===== config.mk =====
export PLATFORM = sky130hd
export DESIGN_NAME = module_secuenciador
export DESIGN_NICKNAME = d
export VERILOG_FILES = /design/src/rtl/module_secuenciador.sv
export SDC_FILE = /design/constraint.sdc
export NUM_CORES = 1
export LEC_CHECK = 0
export CAP_MARGIN = 20
export CORE_ASPECT_RATIO = 1.2
export CORE_MARGIN = 2
export CORE_UTILIZATION = 60
export CTS_BUF_LIST = sky130_fd_sc_hd__clkbuf_4 sky130_fd_sc_hd__clkbuf_8
export CTS_CLUSTER_SIZE = 16
export DETAILED_ROUTE_END_ITERATION = 12
export GPL_TIMING_DRIVEN = 1
export PLACE_DENSITY_LB_ADDON = 0.25
export REMOVE_ABC_BUFFERS = 1
export SYNTH_ARGS = -nofsm -noshare
export SYNTH_HDL_FRONTEND = slang
export SYNTH_SLANG_ARGS = --single-unit
export TNS_END_PERCENT = 30

===== constraint.sdc =====
create_clock -name clk -period 8.6 [get_ports clk]
set_clock_uncertainty 0.15 [all_clocks]
set_input_delay 1.29 -clock clk [delete_from_list [all_inputs] [get_ports clk]]
set_output_delay 1.29 -clock clk [all_outputs]
set_load 0.02 [all_outputs]

===== src/rtl/module_secuenciador.sv =====
// Two-operand capture sequencer driving an 8x8 signed-magnitude shift-and-add multiplier.
// All outputs are registered so they can feed the display priority selector directly.
//
// state    | meaning
// ---------+-----------------------------------------------------------
// ESPERA_1 | idle, waiting for the carga that confirms operand 1
// ESPERA_2 | operand 1 held, waiting for the carga that confirms operand 2
// MULT     | eight shift-and-add iterations, ocupado high
// HECHO    | product valid (listo high), held until carga or borrar
module module_secuenciador (
  input  logic        clk,
  input  logic        rst,
  input  logic [7:0]  num_in,
  input  logic        sig_in,
  input  logic        carga,
  input  logic        borrar,
  output logic [7:0]  num_1,
  output logic [7:0]  num_2,
  output logic        sig_1,
  output logic        sig_2,
  output logic        listo_1,
  output logic        listo_2,
  output logic        listo,
  output logic [15:0] num_mul,
  output logic        sig_mul,
  output logic        ocupado
);

  localparam logic [1:0] ESPERA_1 = 2'd0;
  localparam logic [1:0] ESPERA_2 = 2'd1;
  localparam logic [1:0] MULT     = 2'd2;
  localparam logic [1:0] HECHO    = 2'd3;

  logic [1:0]  state;
  logic [2:0]  cnt;
  logic [15:0] acc;
  logic [15:0] partial;
  logic [15:0] acc_sum;

  // One partial product per iteration: operand 1 weighted by bit cnt of operand 2.
  always_comb begin
    partial = 16'd0;
    if (num_2[cnt]) begin
      partial = {8'd0, num_1} << cnt;
    end
    acc_sum = acc + partial;
  end

  always_ff @(posedge clk or negedge rst) begin
    if (!rst) begin
      state   <= ESPERA_1;
      cnt     <= 3'd0;
      acc     <= 16'd0;
      num_1   <= 8'd0;
      num_2   <= 8'd0;
      sig_1   <= 1'b0;
      sig_2   <= 1'b0;
      listo_1 <= 1'b0;
      listo_2 <= 1'b0;
      listo   <= 1'b0;
      num_mul <= 16'd0;
      sig_mul <= 1'b0;
      ocupado <= 1'b0;
    end else if (borrar) begin
      state   <= ESPERA_1;
      cnt     <= 3'd0;
      acc     <= 16'd0;
      num_1   <= 8'd0;
      num_2   <= 8'd0;
      sig_1   <= 1'b0;
      sig_2   <= 1'b0;
      listo_1 <= 1'b0;
      listo_2 <= 1'b0;
      listo   <= 1'b0;
      num_mul <= 16'd0;
      sig_mul <= 1'b0;
      ocupado <= 1'b0;
    end else begin
      case (state)
        ESPERA_1: begin
          if (carga) begin
            num_1   <= num_in;
            sig_1   <= sig_in;
            listo_1 <= 1'b1;
            state   <= ESPERA_2;
          end
        end
        ESPERA_2: begin
          if (carga) begin
            num_2   <= num_in;
            sig_2   <= sig_in;
            listo_2 <= 1'b1;
            acc     <= 16'd0;
            cnt     <= 3'd0;
            ocupado <= 1'b1;
            state   <= MULT;
          end
        end
        MULT: begin
          acc <= acc_sum;
          cnt <= cnt + 3'd1;
          if (cnt == 3'd7) begin
            num_mul <= acc_sum;
            // A zero product is always reported positive.
            sig_mul <= (sig_1 ^ sig_2) & (acc_sum != 16'd0);
            listo   <= 1'b1;
            ocupado <= 1'b0;
            state   <= HECHO;
          end
        end
        HECHO: begin
          if (carga) begin
            num_1   <= num_in;
            sig_1   <= sig_in;
            listo_1 <= 1'b1;
            listo_2 <= 1'b0;
            listo   <= 1'b0;
            num_mul <= 16'd0;
            sig_mul <= 1'b0;
            state   <= ESPERA_2;
          end
        end
        default: begin
          state <= ESPERA_1;
        end
      endcase
    end
  end

endmodule


== Word-level counts from Yosys, hierarchy flattened ==
Cells that the tools add are included.
Cells by class
  bitwise operators: 2
  equal/unequal tests: 8
  magnitude comparators: 1
  add/sub/neg operators: 2
  multiply operators: 0
  divide/modulo/power cells: 0
  muxes and demuxes: 42
  shift operators: 1
  reductions and logical operators: 16
Operators with widths (count)
  two-way mux 16 bit: 5
  case mux 16 bit (2 select lines): 2
  two-way mux 8 bit: 5
  two-way mux 1 bit: 17
  adder 16 bit: 1
  nonzero test 16 bit: 1
  << shifter 8 x 3 -> 16 bit: 1
  AND reduction 3 bit: 4
  != test 3 bit (second input constant): 3
  nonzero test 3 bit: 3
  two-way mux 2 bit: 4
  case mux 1 bit (2 select lines): 4
  two-way mux 3 bit: 2
  case mux 2 bit (3 select lines): 1
  case mux 3 bit (2 select lines): 1
  AND reduction 2 bit: 3
  nonzero test 2 bit: 3
  == test 2 bit (second input constant): 2
  less-than comparator 3 x 4 -> 1 bit (second input constant): 1
  adder 3 x 1 -> 3 bit (second input constant): 1
  binary-select mux 1 bit (select 3 bit): 1
  == test 3 bit (second input constant): 1
  != test 3 x 1 -> 1 bit (second input constant): 1
  == test 2 x 1 -> 1 bit (second input constant): 1
  4 further kinds: 4
Storage, ports and cells
  ROM bits: 0
  memory bits (writable): 0
  register bits: 60
  latch bits: 0
  word-level logic and storage cells: 85
  memories kept: 0

== Longest topological paths before layout ==
Gate-level depths: netlist of run 1.
  word-level depth: 9
  mapped depth: 18
  mapped depth without buffers: 15

== Worst setup path before layout of run 1 ==
Ideal clock, no wire load.
  path type: flip-flop to flip-flop
  start: register cnt[0]
  end: register sig_mul
  stages on the path, launching flop included: 16
  data arrival time: 4.482 ns
  setup slack: 3.846 ns
  path buffers: 2
  clock period less this slack: 4.754 ns
  required time: 8.328 ns
  cell sequence: dfrtp_1 -> clkbuf_1 -> mux4_2 -> nand2_1 -> and2_1 -> clkbuf_1 -> a21oi_1 -> ha_1 -> and3_1 -> a221oi_4 -> xnor2_1 -> or4_1 -> or3_1 -> or4_1 -> or4b_1 -> a32o_1
Between the ends
  word-level cells in the longest chain between the ends: 9
  elaborated cells between the ends (all ways): 13
RTL lines
  from (decl): line 35  | logic [2:0] cnt;
  from (signal assigned): line 101  | cnt <= cnt + 3'd1;
  binary-select mux 1 bit (select 3 bit): line 43  | if (num_2[cnt]) begin
  two-way mux 1 bit (not written as such): line 43
  two-way mux 16 bit: line 43
  adder 16 bit: line 46  | acc_sum = acc + partial;
  nonzero test 16 bit: line 105  | sig_mul <= (sig_1 ^ sig_2) & (acc_sum != 16'd0);
  AND 1 bit: line 105
  two-way mux 1 bit: line 102  | if (cnt == 3'd7) begin
  case mux 1 bit (2 select lines): line 79  | case (state)
  two-way mux 1 bit: line 64  | end else if (borrar) begin
  to (signal assigned): line 105
  to (decl): line 25  | output logic sig_mul,
Parallel ways exist; a longest one is shown, timed or not. The select of a mux whose other input is x is not followed.
A chain may end at the register's enable or synchronous reset.

== Worst setup path after layout of run 1 ==
Ends and elaborated chain as after synthesis.

==> flow_metrics.py, run 1 <==
metrics = {
    "power": {
        "powerDensity_nw_per_um2": 207,
        "ir_drop_uv": 194,
        "total_leakage_power_nw": 1.97,
    },
    "drt": {
        "drt-total-wl_um": 8340,
        "antenna_left": 0,
        "drt-pass1-iter-count": 4,
        "num_vias": 3188,
        "post_drt_wl_per_cell_um": 15.6,
        "vias_per_cell": 5.95,
        "drc": 0,
        "drt_iter0_drc": 150,
    },
    "worst_setup_path": {
        "worstReg2RegStart": "cnt[0]$_DFFE_PN0P_",
        "cp-end-kind": "register",
        "reg2reg_slack_ns": 3.48,
        "crit_arrival_ns": 5.20,
        "crit_path_start_kind": "register",
        "path_max_fanout": 17,
        "worstSetupPathType": "reg2reg",
        "cp-startpoint": "cnt[0]$_DFFE_PN0P_",
        "reg2reg_depth": 13,
        "worst_ep_required_time_ns": 8.68,
        "r2r-end": "sig_mul$_DFFE_PN0P_",
    },
    "clock_tree": {
        "clk_path_buf_depth": 2,
        "numCtsBuffers": 9,
        "hold_buffers": 0,
        "clkSinkCount": 60,
        "postCtsSetupBuffers": 0,
        "clock_latency_ns": 0.34,
        "path_clk_slew_ns": 0.07,
        "tritoncts": "built",
        "cts_resized": 0,
        "cts_root_buf": "clkbuf_8",
        "cts.htree.levels": 3,
    },
    "floorplan": {
        "design.die.area_um2": 6640,
        "die_w_um": 74.7,
        "core_area_um2": 5740,
        "die_h_um": 88.9,
        "ioPinCount": 52,
        "start_util": 0.627,
        "rows": 30,
    },
    "yosys": {
        "synth-edff-count": 0,
        "ys_async_sr_fraction": 1.00,
        "yosysMostFrequentCell": "nand2_1",
        "synth-seq-cells": 60,
        "synth-compound-area-share": 0.228,
        "synthesis.area_um2": 3600,
        "avgSynthCellArea_um2": 8.98,
        "yosysWarnings": 0,
        "synth-xor-area-share": 0.0195,
        "synth_cells": 401,
        "synthMuxAreaShare": 0.0421,
        "synthAdderAreaFrac": 0.0751,
        "synth.top_cell.area_share": 0.417,
        "yosysSeqAreaShare": 0.417,
        "yosys-top-cells-count": "68 x nand2_1, 60 x dfrtp_1, 41 x nor2_1",
        "synth_ff_type": "dfrtp_1",
        "synthSimpleGateAreaFrac": 0.187,
        "synth_top_family_by_area": "compound AO/OA/AOI/OAI gates",
        "synthTopCellsByArea": "dfrtp_1 42%, nand2_1 7.1%, ha_1 7.0%",
        "yosysTopAreaCell": "dfrtp_1",
        "ys_types": 43,
    },
    "sta": {
        "slew_headroom": 0.507,
        "fin_crit_sh": 0.595,
        "fin_tns_setup_ns": 0,
        "rsz0062_at_grt": "no",
        "finalSetupViolations": 0,
        "hold_viol": 0,
        "min_period_ns": 5.12,
        "fmax_ghz": 0.195,
        "drv_slew": 0,
        "worstMarginPinSlew_ns": 0.739,
    },
    "final_layout": {
        "fin_nets": 485,
        "diodes": 0,
        "final_util": 0.768,
        "drive_gt1_frac": 0.0768,
        "syn2layout_area_growth_pct": 22.6,
        "final.fill_count": 419,
    },
    "global_routing": {
        "grt_overflow": 0,
        "grt_pass1_wl_um": 14200,
        "antenna_found_initial": 0,
        "grt_max_degree": 61,
        "grt_use_total": 0.279,
        "grt_pass1_vias": 3093,
    },
    "placed_design": {
        "dpl.hpwl_um": 6060,
        "finalWeightedCongestion": 0.946,
        "io_buffers": 51,
    },
    "worst_hold_path": {
        "worstHoldEndpoint": "acc[0]$_DFFE_PN0P_",
        "hold_class": "reg2reg",
        "min_from": "acc[0]$_DFFE_PN0P_",
        "min_delay_path_depth": 2,
    },
    "flow_run": {
        "max-cap-violations": 0,
    },
    "run_status": {
        "outcome": "finished, final reports clean",
    },
}
[how the worst max path moves through the flow]
stage / to / depth (start not counted)
after floorplan: sig_mul$_DFFE_PN0P_ / 13
after global placement: sig_mul$_DFFE_PN0P_ / 13
after detailed placement: sig_mul$_DFFE_PN0P_ / 13
after CTS: sig_mul$_DFFE_PN0P_ / 13
after global routing: sig_mul$_DFFE_PN0P_ / 13
final: sig_mul$_DFFE_PN0P_ / 13
[critical path, cell delays in order, from the launching register on]
cell and delay (ns):
dfrtp_1 0.67, mux4_2 0.57, nand2_1 0.16, and2_1 0.28
a21oi_1 0.08, ha_1 0.37, and3_1 0.22, a221oi_4 0.33
xnor2_1 0.14, or4_1 0.56, or3_1 0.34, or4_1 0.40
or4b_1 0.47, a32o_1 0.26
[logic make-up after synthesis]
logic type	after synthesis
flip-flops	60
XOR/XNOR	8
multiplexers	12
buffers and inverters	30
adder cells (fa/ha/maj)	21
AO/OA/AOI/OAI	117
AND/OR/NAND/NOR	153
[power by group]
group	switching, W	total, W	internal [W]
Combinational	0.000177	0.000292	0.000115
Clock	0.000115	0.000277	0.000162
Sequential	0.0000345	0.000345	0.000310
Total	0.000326	0.000913	0.000587
[placed cells by master (no fill, tap or decap), drive strengths merged, types with 4 or more instances in the layout]
cell and instances:
a211oi 9, a21o 8, a21oi 36, a22o 28, and2 5, buf 7
clkbuf 9, clkdlybuf4s50 50, clkinv 4, dfrtp 60, ha 20, inv 12
mux2 5, mux2i 5, nand2 68, nand3 8, nor2 41, nor3 12
o21ai 15, xnor2 5
[per-layer routing]
metal / vias to the layer above / wire, um / GRT usage
li1: 1546 / - / -
met1: 1530 / 3690 / 0.362
met2: 94 / 4120 / 0.454
met3: 18 / 367 / 0.0501
met4: 0 / 165 / 0.125
met5: - / 0 / 0
[layout make-up]
cell class                      count  area [um2]  share of cell area
Clock buffer                        9         124              0.0281
Clock inverter                      7        91.3              0.0207
Inverter                           12        45.0              0.0102
Multi-Input combinational cell    311        2000               0.452
Sequential cell                    60        1500               0.340
Tap cell                           80         100              0.0227
Timing Repair Buffer               57         554               0.126
[registers in the layout, indices dropped and copies added (netlist names), 2 cells and up]
name,count
cnt,3
num_2,8
num_mul,16
acc,16
state,2
num_1,8
[through the flow]
| step | power [W] | std cells | hold WS, ns | instance area, um2 | setup WS, ns |
|---|---|---|---|---|---|
| final | 0.000913 | 536 | 0.336 | 4410 | 3.48 |
| after global routing | 0.000961 | 536 | 0.366 | 4410 | 3.06 |
| after global placement | 0.000629 | 519 | 0.310 | 4190 | 3.66 |
| after CTS | 0.000916 | 536 | 0.341 | 4410 | 3.52 |
| after floorplan | 0.000519 | 383 | 0.303 | 3530 | 3.93 |
| after detailed placement | 0.000640 | 520 | 0.323 | 4200 | 3.56 |
Note: power is estimated with default switching activity, not from simulation.
==> run 2, diff against run 1 <==
--- a/config.mk
+++ b/config.mk
@@ -8,7 +8,7 @@
 export CAP_MARGIN = 20
 export CORE_ASPECT_RATIO = 1.2
 export CORE_MARGIN = 2
-export CORE_UTILIZATION = 60
+export CORE_UTILIZATION = 57
 export CTS_BUF_LIST = sky130_fd_sc_hd__clkbuf_4 sky130_fd_sc_hd__clkbuf_8
 export CTS_CLUSTER_SIZE = 16
 export DETAILED_ROUTE_END_ITERATION = 12
==> constraint.sdc (replaced) <==
create_clock -name clk -period 5.08 [get_ports clk]
set_clock_uncertainty 0.15 [all_clocks]
set_input_delay 0.762 -clock clk [delete_from_list [all_inputs] [get_ports clk]]
set_output_delay 0.762 -clock clk [all_outputs]
set_load 0.02 [all_outputs]
==> run 2 against run 1 <==
  * Worst hold slack lost 0.0073 ns
  * Flip-flop and latch count did not move
  * Wire length increased by 3.7%
  * Sequential power grew 68%
  * Cell count rose by 0.75%
  * Setup slack got worse by 3.1 ns
  * Power up 67%
  * Critical path type unchanged
==> flow_metrics.py, run 2 (same netlist as run 1, synthesis figures left out) <==
metrics = {
    "final_layout": {
        "syn2layout_area_growth_pct": 23.0,
        "final.fill_count": 470,
        "diodes": 0,
        "final_cell_mix": "68 x nand2_1, 58 x dfrtp_1, 50 x clkdlybuf4s50_1",
        "final_util": 0.727,
        "multi_input_area_um2": 2010,
        "largest_registers": "acc (16), num_mul (16)",
        "final_common_cell": "nand2_1",
        "drive_gt1_frac": 0.0895,
        "fin_nets": 487,
        "regArea_um2": 1500,
    },
    "clock_tree": {
        "cts_root_buf": "clkbuf_8",
        "tritoncts": "built",
        "path_clk_slew_ns": 0.07,
        "cts_resized": 0,
        "cts.htree.levels": 3,
        "clkSinkCount": 60,
        "clock_latency_ns": 0.35,
        "clk_path_buf_depth": 2,
        "hold_buffers": 0,
        "numCtsBuffers": 9,
        "postCtsSetupBuffers": 0,
    },
    "power": {
        "ir_drop_uv": 315,
        "powerDensity_nw_per_um2": 344,
        "total_leakage_power_nw": 1.98,
        "sw_frac_of_total": 0.360,
        "pwr-share-clk": 0.286,
        "p_int_w": 0.000975,
        "seq_power_share": 0.381,
        "pwr-share-comb": 0.334,
        "p_sw_w": 0.000548,
    },
    "floorplan": {
        "start_util": 0.591,
        "die_h_um": 91.1,
        "design.die.area_um2": 6970,
        "ioPinCount": 52,
        "rows": 31,
        "core_area_um2": 6090,
        "die_w_um": 76.5,
    },
    "global_routing": {
        "grt_pass1_vias": 3072,
        "busiest_layer": "met2",
        "grt_use_met1": 0.345,
        "antenna_found_initial": 0,
        "grtUsageMet3": 0.0686,
        "grt_max_degree": 61,
        "met2_usage": 0.425,
        "grt_overflow": 0,
        "grt_pass1_wl_um": 14600,
        "grt_use_total": 0.265,
    },
    "worst_setup_path": {
        "slowest_stage": "mux4_2",
        "cp_cell_sequence": "mux4_2 -> nand2_1 -> nor2_1 -> ha_1 -> fa_1 -> a211oi_1 -> nor4_2 -> nor3_2 -> xnor2_1 -> or3_1 -> or4_1 -> or4b_1 -> a32o_1",
        "worstSetupPathType": "reg2reg",
        "reg2reg_depth": 13,
        "crit_arrival_ns": 4.83,
        "cp-end-kind": "register",
        "critPathBufInv": 0,
        "cp-startpoint": "cnt[0]$_DFFE_PN0P_",
        "crit_path_start_kind": "register",
        "critPathTopFamily": "simple AND/OR/NAND/NOR gates",
        "worst_ep_required_time_ns": 5.17,
        "worstReg2RegStart": "cnt[0]$_DFFE_PN0P_",
        "reg2reg_slack_ns": 0.34,
        "r2r-end": "sig_mul$_DFFE_PN0P_",
        "path_max_fanout": 10,
        "critPathMaxStageDelay_ns": 0.52,
    },
    "sta": {
        "hold_viol": 0,
        "min_period_ns": 4.74,
        "fin_tns_setup_ns": 0,
        "rsz0062_at_grt": "no",
        "fmax_ghz": 0.211,
        "fin_crit_sh": 0.934,
        "worstMarginPinSlew_ns": 0.738,
        "hold-worst-slack_ns": 0.329,
        "drv_slew": 0,
        "slew_headroom": 0.508,
        "finalSetupViolations": 0,
    },
    "drt": {
        "drt_iter0_drc": 222,
        "post_drt_wl_per_cell_um": 16.0,
        "num_vias": 3194,
        "drt-total-wl_um": 8660,
        "drt-pass1-iter-count": 4,
        "vias_per_cell": 5.91,
        "drc": 0,
        "antenna_left": 0,
    },
    "worst_hold_path": {
        "min_from": "listo$_DFFE_PN0P_",
        "worstHoldEndpoint": "listo$_DFFE_PN0P_",
        "min_delay_path_depth": 1,
        "hold_class": "reg2reg",
    },
    "placed_design": {
        "dpl.hpwl_um": 6200,
        "io_buffers": 51,
        "finalWeightedCongestion": 0.909,
    },
    "run_status": {
        "outcome": "finished, final reports clean",
    },
    "flow_run": {
        "max-cap-violations": 0,
    },
}
## run 2: stage by stage
step / cells / setup slack, ns / power (W) / area, um2
after detailed placement: 524 / 0.191 / 0.00109 / 4210
final: 540 / 0.335 / 0.00152 / 4430
after global routing: 540 / 0.0804 / 0.00161 / 4430
after CTS: 540 / 0.177 / 0.00153 / 4420
after global placement: 523 / 0.275 / 0.00107 / 4200
after floorplan: 383 / 0.413 / 0.000878 / 3530
## run 2: final cells by class
type | count | share of cell area
timing repair buffer | 59 | 0.129
sequential | 60 | 0.340
multi-input combinational | 311 | 0.453
tap | 82 | 0.0232
clock buffer | 11 | 0.0342
inverter | 12 | 0.0102
clock inverter | 5 | 0.0113
## run 2: power by group through the flow
stage | Combinational, W | Sequential [W] | Clock [W]
after global routing | 0.000561 | 0.000588 | 0.000464
after detailed placement | 0.000504 | 0.000587 | 0
final | 0.000508 | 0.000580 | 0.000435
after floorplan | 0.000253 | 0.000625 | 0
after CTS | 0.000506 | 0.000579 | 0.000441
after global placement | 0.000488 | 0.000587 | 0
## run 2: how the worst max path moves through the flow
stage               cells past startpoint                   to  slack [ns]
floorplan                              13  sig_mul$_DFFE_PN0P_        0.41
global placement                       14  sig_mul$_DFFE_PN0P_        0.27
detailed placement                     13  sig_mul$_DFFE_PN0P_        0.19
CTS                                    13  sig_mul$_DFFE_PN0P_        0.18
global route                           13  sig_mul$_DFFE_PN0P_        0.08
finish                                 13  sig_mul$_DFFE_PN0P_        0.34
## run 2: metal layers
layer	wire length (um)	part of all wire	up-vias
li1	-	-	1553
met1	3810	0.44	1504
met2	4180	0.48	116
met3	476	0.055	21
met4	189	0.022	0
met5	0	0	-
==> run 3, diff against run 2 <==
--- a/config.mk
+++ b/config.mk
@@ -15,6 +15,7 @@
 export GPL_TIMING_DRIVEN = 1
 export PLACE_DENSITY_LB_ADDON = 0.25
 export REMOVE_ABC_BUFFERS = 1
+export SETUP_SLACK_MARGIN = 0.2
 export SYNTH_ARGS = -nofsm -noshare
 export SYNTH_HDL_FRONTEND = slang
 export SYNTH_SLANG_ARGS = --single-unit
==> run 3 against run 2 <==
  * Fmax grew 1.3%
  * Via count increased by 1.5%
  * Critical endpoint unchanged
  * Critical path type unchanged
  * Wire length up 2.0%
  * Register-to-register slack gained 0.06 ns
  * Critical path depth unchanged
  * Highest routed layer unchanged
  * Largest cell class unchanged
  * Power grew 0.50%
==> flow_metrics.py, run 3 (same netlist as run 1, synthesis figures left out) <==
metrics = {
    "final_layout": {
        "final_cell_mix": "68 x nand2_1, 58 x dfrtp_1, 50 x clkdlybuf4s50_1",
        "fin_nets": 489,
        "multi_input_area_um2": 2020,
        "drive_gt1_frac": 0.100,
        "largest_registers": "acc (16), num_mul (16)",
        "diodes": 0,
        "stdcell_count": 542,
        "final_common_cell": "nand2_1",
        "syn2layout_area_growth_pct": 23.8,
        "final.fill_count": 468,
        "regArea_um2": 1500,
    },
    "worst_setup_path": {
        "r2r-end": "sig_mul$_DFFE_PN0P_",
        "path_max_fanout": 7,
        "crit_path_start_kind": "register",
        "cp-end-kind": "register",
        "worstSetupPathType": "reg2reg",
        "worstReg2RegStart": "cnt[0]$_DFFE_PN0P_",
        "slowest_stage": "or4_1",
        "critPathMaxStageDelay_ns": 0.53,
        "crit_arrival_ns": 4.77,
        "cp_cell_sequence": "mux4_2 -> nand2_1 -> and2_1 -> a21oi_1 -> ha_1 -> and3_1 -> a221oi_4 -> xnor2_1 -> or4_1 -> or3_1 -> or4_1 -> or4b_1 -> a32o_1",
        "reg2reg_depth": 13,
        "worst_path_most_repeated_cell": "or4_1",
        "reg2reg_slack_ns": 0.40,
        "worst_ep_required_time_ns": 5.17,
    },
    "clock_tree": {
        "clock_latency_ns": 0.35,
        "tritoncts": "built",
        "clk_path_buf_depth": 2,
        "path_clk_slew_ns": 0.07,
        "numCtsBuffers": 9,
        "cts_root_buf": "clkbuf_8",
        "cts.htree.levels": 3,
        "clkSinkCount": 60,
    },
    "drt": {
        "post_drt_wl_per_cell_um": 16.3,
        "drc": 0,
        "num_vias": 3241,
        "drt-total-wl_um": 8830,
        "drt_iter0_drc": 233,
        "vias_per_cell": 5.98,
        "antenna_left": 0,
        "drt-pass1-iter-count": 4,
    },
    "placed_design": {
        "dp.cells": 524,
        "dpl.hpwl_um": 6200,
        "io_buffers": 51,
        "finalWeightedCongestion": 0.909,
    },
    "power": {
        "power_w": 0.00153,
        "total_leakage_power_nw": 1.99,
        "powerDensity_nw_per_um2": 343,
        "ir_drop_uv": 316,
    },
    "worst_hold_path": {
        "worstHoldEndpoint": "listo$_DFFE_PN0P_",
        "hold_class": "reg2reg",
        "min_delay_path_depth": 1,
        "min_from": "listo$_DFFE_PN0P_",
    },
    "sta": {
        "hold-worst-slack_ns": 0.330,
        "rsz0062_at_grt": "no",
        "min_period_ns": 4.68,
        "fin_crit_sh": 0.922,
        "hold_viol": 0,
        "drv_slew": 0,
        "slew_headroom": 0.490,
        "fmax_ghz": 0.214,
        "fin_tns_setup_ns": 0,
        "finalSetupViolations": 0,
        "worstMarginPinSlew_ns": 0.765,
    },
    "global_routing": {
        "antenna_found_initial": 0,
        "grt_pass1_wl_um": 14600,
        "grt_use_total": 0.265,
        "grt_pass1_vias": 3091,
        "grt_overflow": 0,
        "grt_max_degree": 61,
    },
    "run_status": {
        "outcome": "finished, final reports clean",
    },
    "floorplan": {
        "die_w_um": 76.5,
        "start_util": 0.591,
        "rows": 31,
        "ioPinCount": 52,
        "design.die.area_um2": 6970,
        "die_h_um": 91.1,
        "core_area_um2": 6090,
    },
    "flow_run": {
        "max-cap-violations": 0,
    },
}
-- run 3: cell count changes in the layout (fill, tap and decap cells not counted) --
cell | previous run | this run
a211oi_1 | 9 | 8
nor4_2 | 1 | 2
a211oi_2 | 0 | 1
ha_1 | 20 | 19
ha_2 | 0 | 1
nor4_1 | 1 | 0
buf_4 | 7 | 9
-- run 3: how the worst max path moves through the flow --
stage,slack (ns),start,end
6_report,0.40,cnt[0]$_DFFE_PN0P_,sig_mul$_DFFE_PN0P_
4_1_cts,0.28,cnt[0]$_DFFE_PN0P_,sig_mul$_DFFE_PN0P_
2_1_floorplan,0.41,cnt[0]$_DFFE_PN0P_,sig_mul$_DFFE_PN0P_
3_5_place_dp,0.19,cnt[0]$_DFFE_PN0P_,sig_mul$_DFFE_PN0P_
5_1_grt,0.21,cnt[0]$_DFFE_PN0P_,sig_mul$_DFFE_PN0P_
3_3_place_gp,0.27,cnt[0]$_DFFE_PN0P_,sig_mul$_DFFE_PN0P_
-- run 3: repair_timing --
item / CTS / global route
setup buffers: 0 / 2
hold buffers: 0 / 0
setup endpoints to repair: 1 / 1
pin swaps: 0 / 1
gates resized for setup: 2 / 5
-- run 3: metrics by stage --
stage,util,worst slack (ns),area (um2)
after floorplan,-,0.413,3530
after global placement,0.690,0.275,4200
after detailed placement,0.692,0.191,4210
after CTS,0.725,0.283,4420
after global routing,0.732,0.213,4460
final,0.732,0.396,4460
-- run 3: report_power, final --
group	internal [W]	switching, W
clock	0.000250	0.000185
combinational	0.000203	0.000314
sequential	0.000526	0.0000524
-- run 3: area by class of cell --
type	count	share of cell area
repair buffers	61	0.131
flip-flops and latches	60	0.337
inverters	12	0.0101
multi-input cells	311	0.453
well taps	82	0.0230
clock inverters	5	0.0112
clock buffers	11	0.0340
-- run 3: worst max-delay path, delay by kind of cell, from the launching register on --
family | cells | cell delay [ns]
compound gates | 3 | 0.64
flops | 1 | 0.44
simple gates | 7 | 2.33
xor+xnor | 1 | 0.15
mux | 1 | 0.51
fa+ha+maj | 1 | 0.36
-- run 3: metal layers --
layer | track usage | part of all wire | vias to the layer above
met5 | 0 | 0 | -
met4 | 0.0985 | 0.019 | 0
met3 | 0.0686 | 0.045 | 18
met2 | 0.427 | 0.48 | 117
met1 | 0.343 | 0.46 | 1546
li1 | - | - | 1560
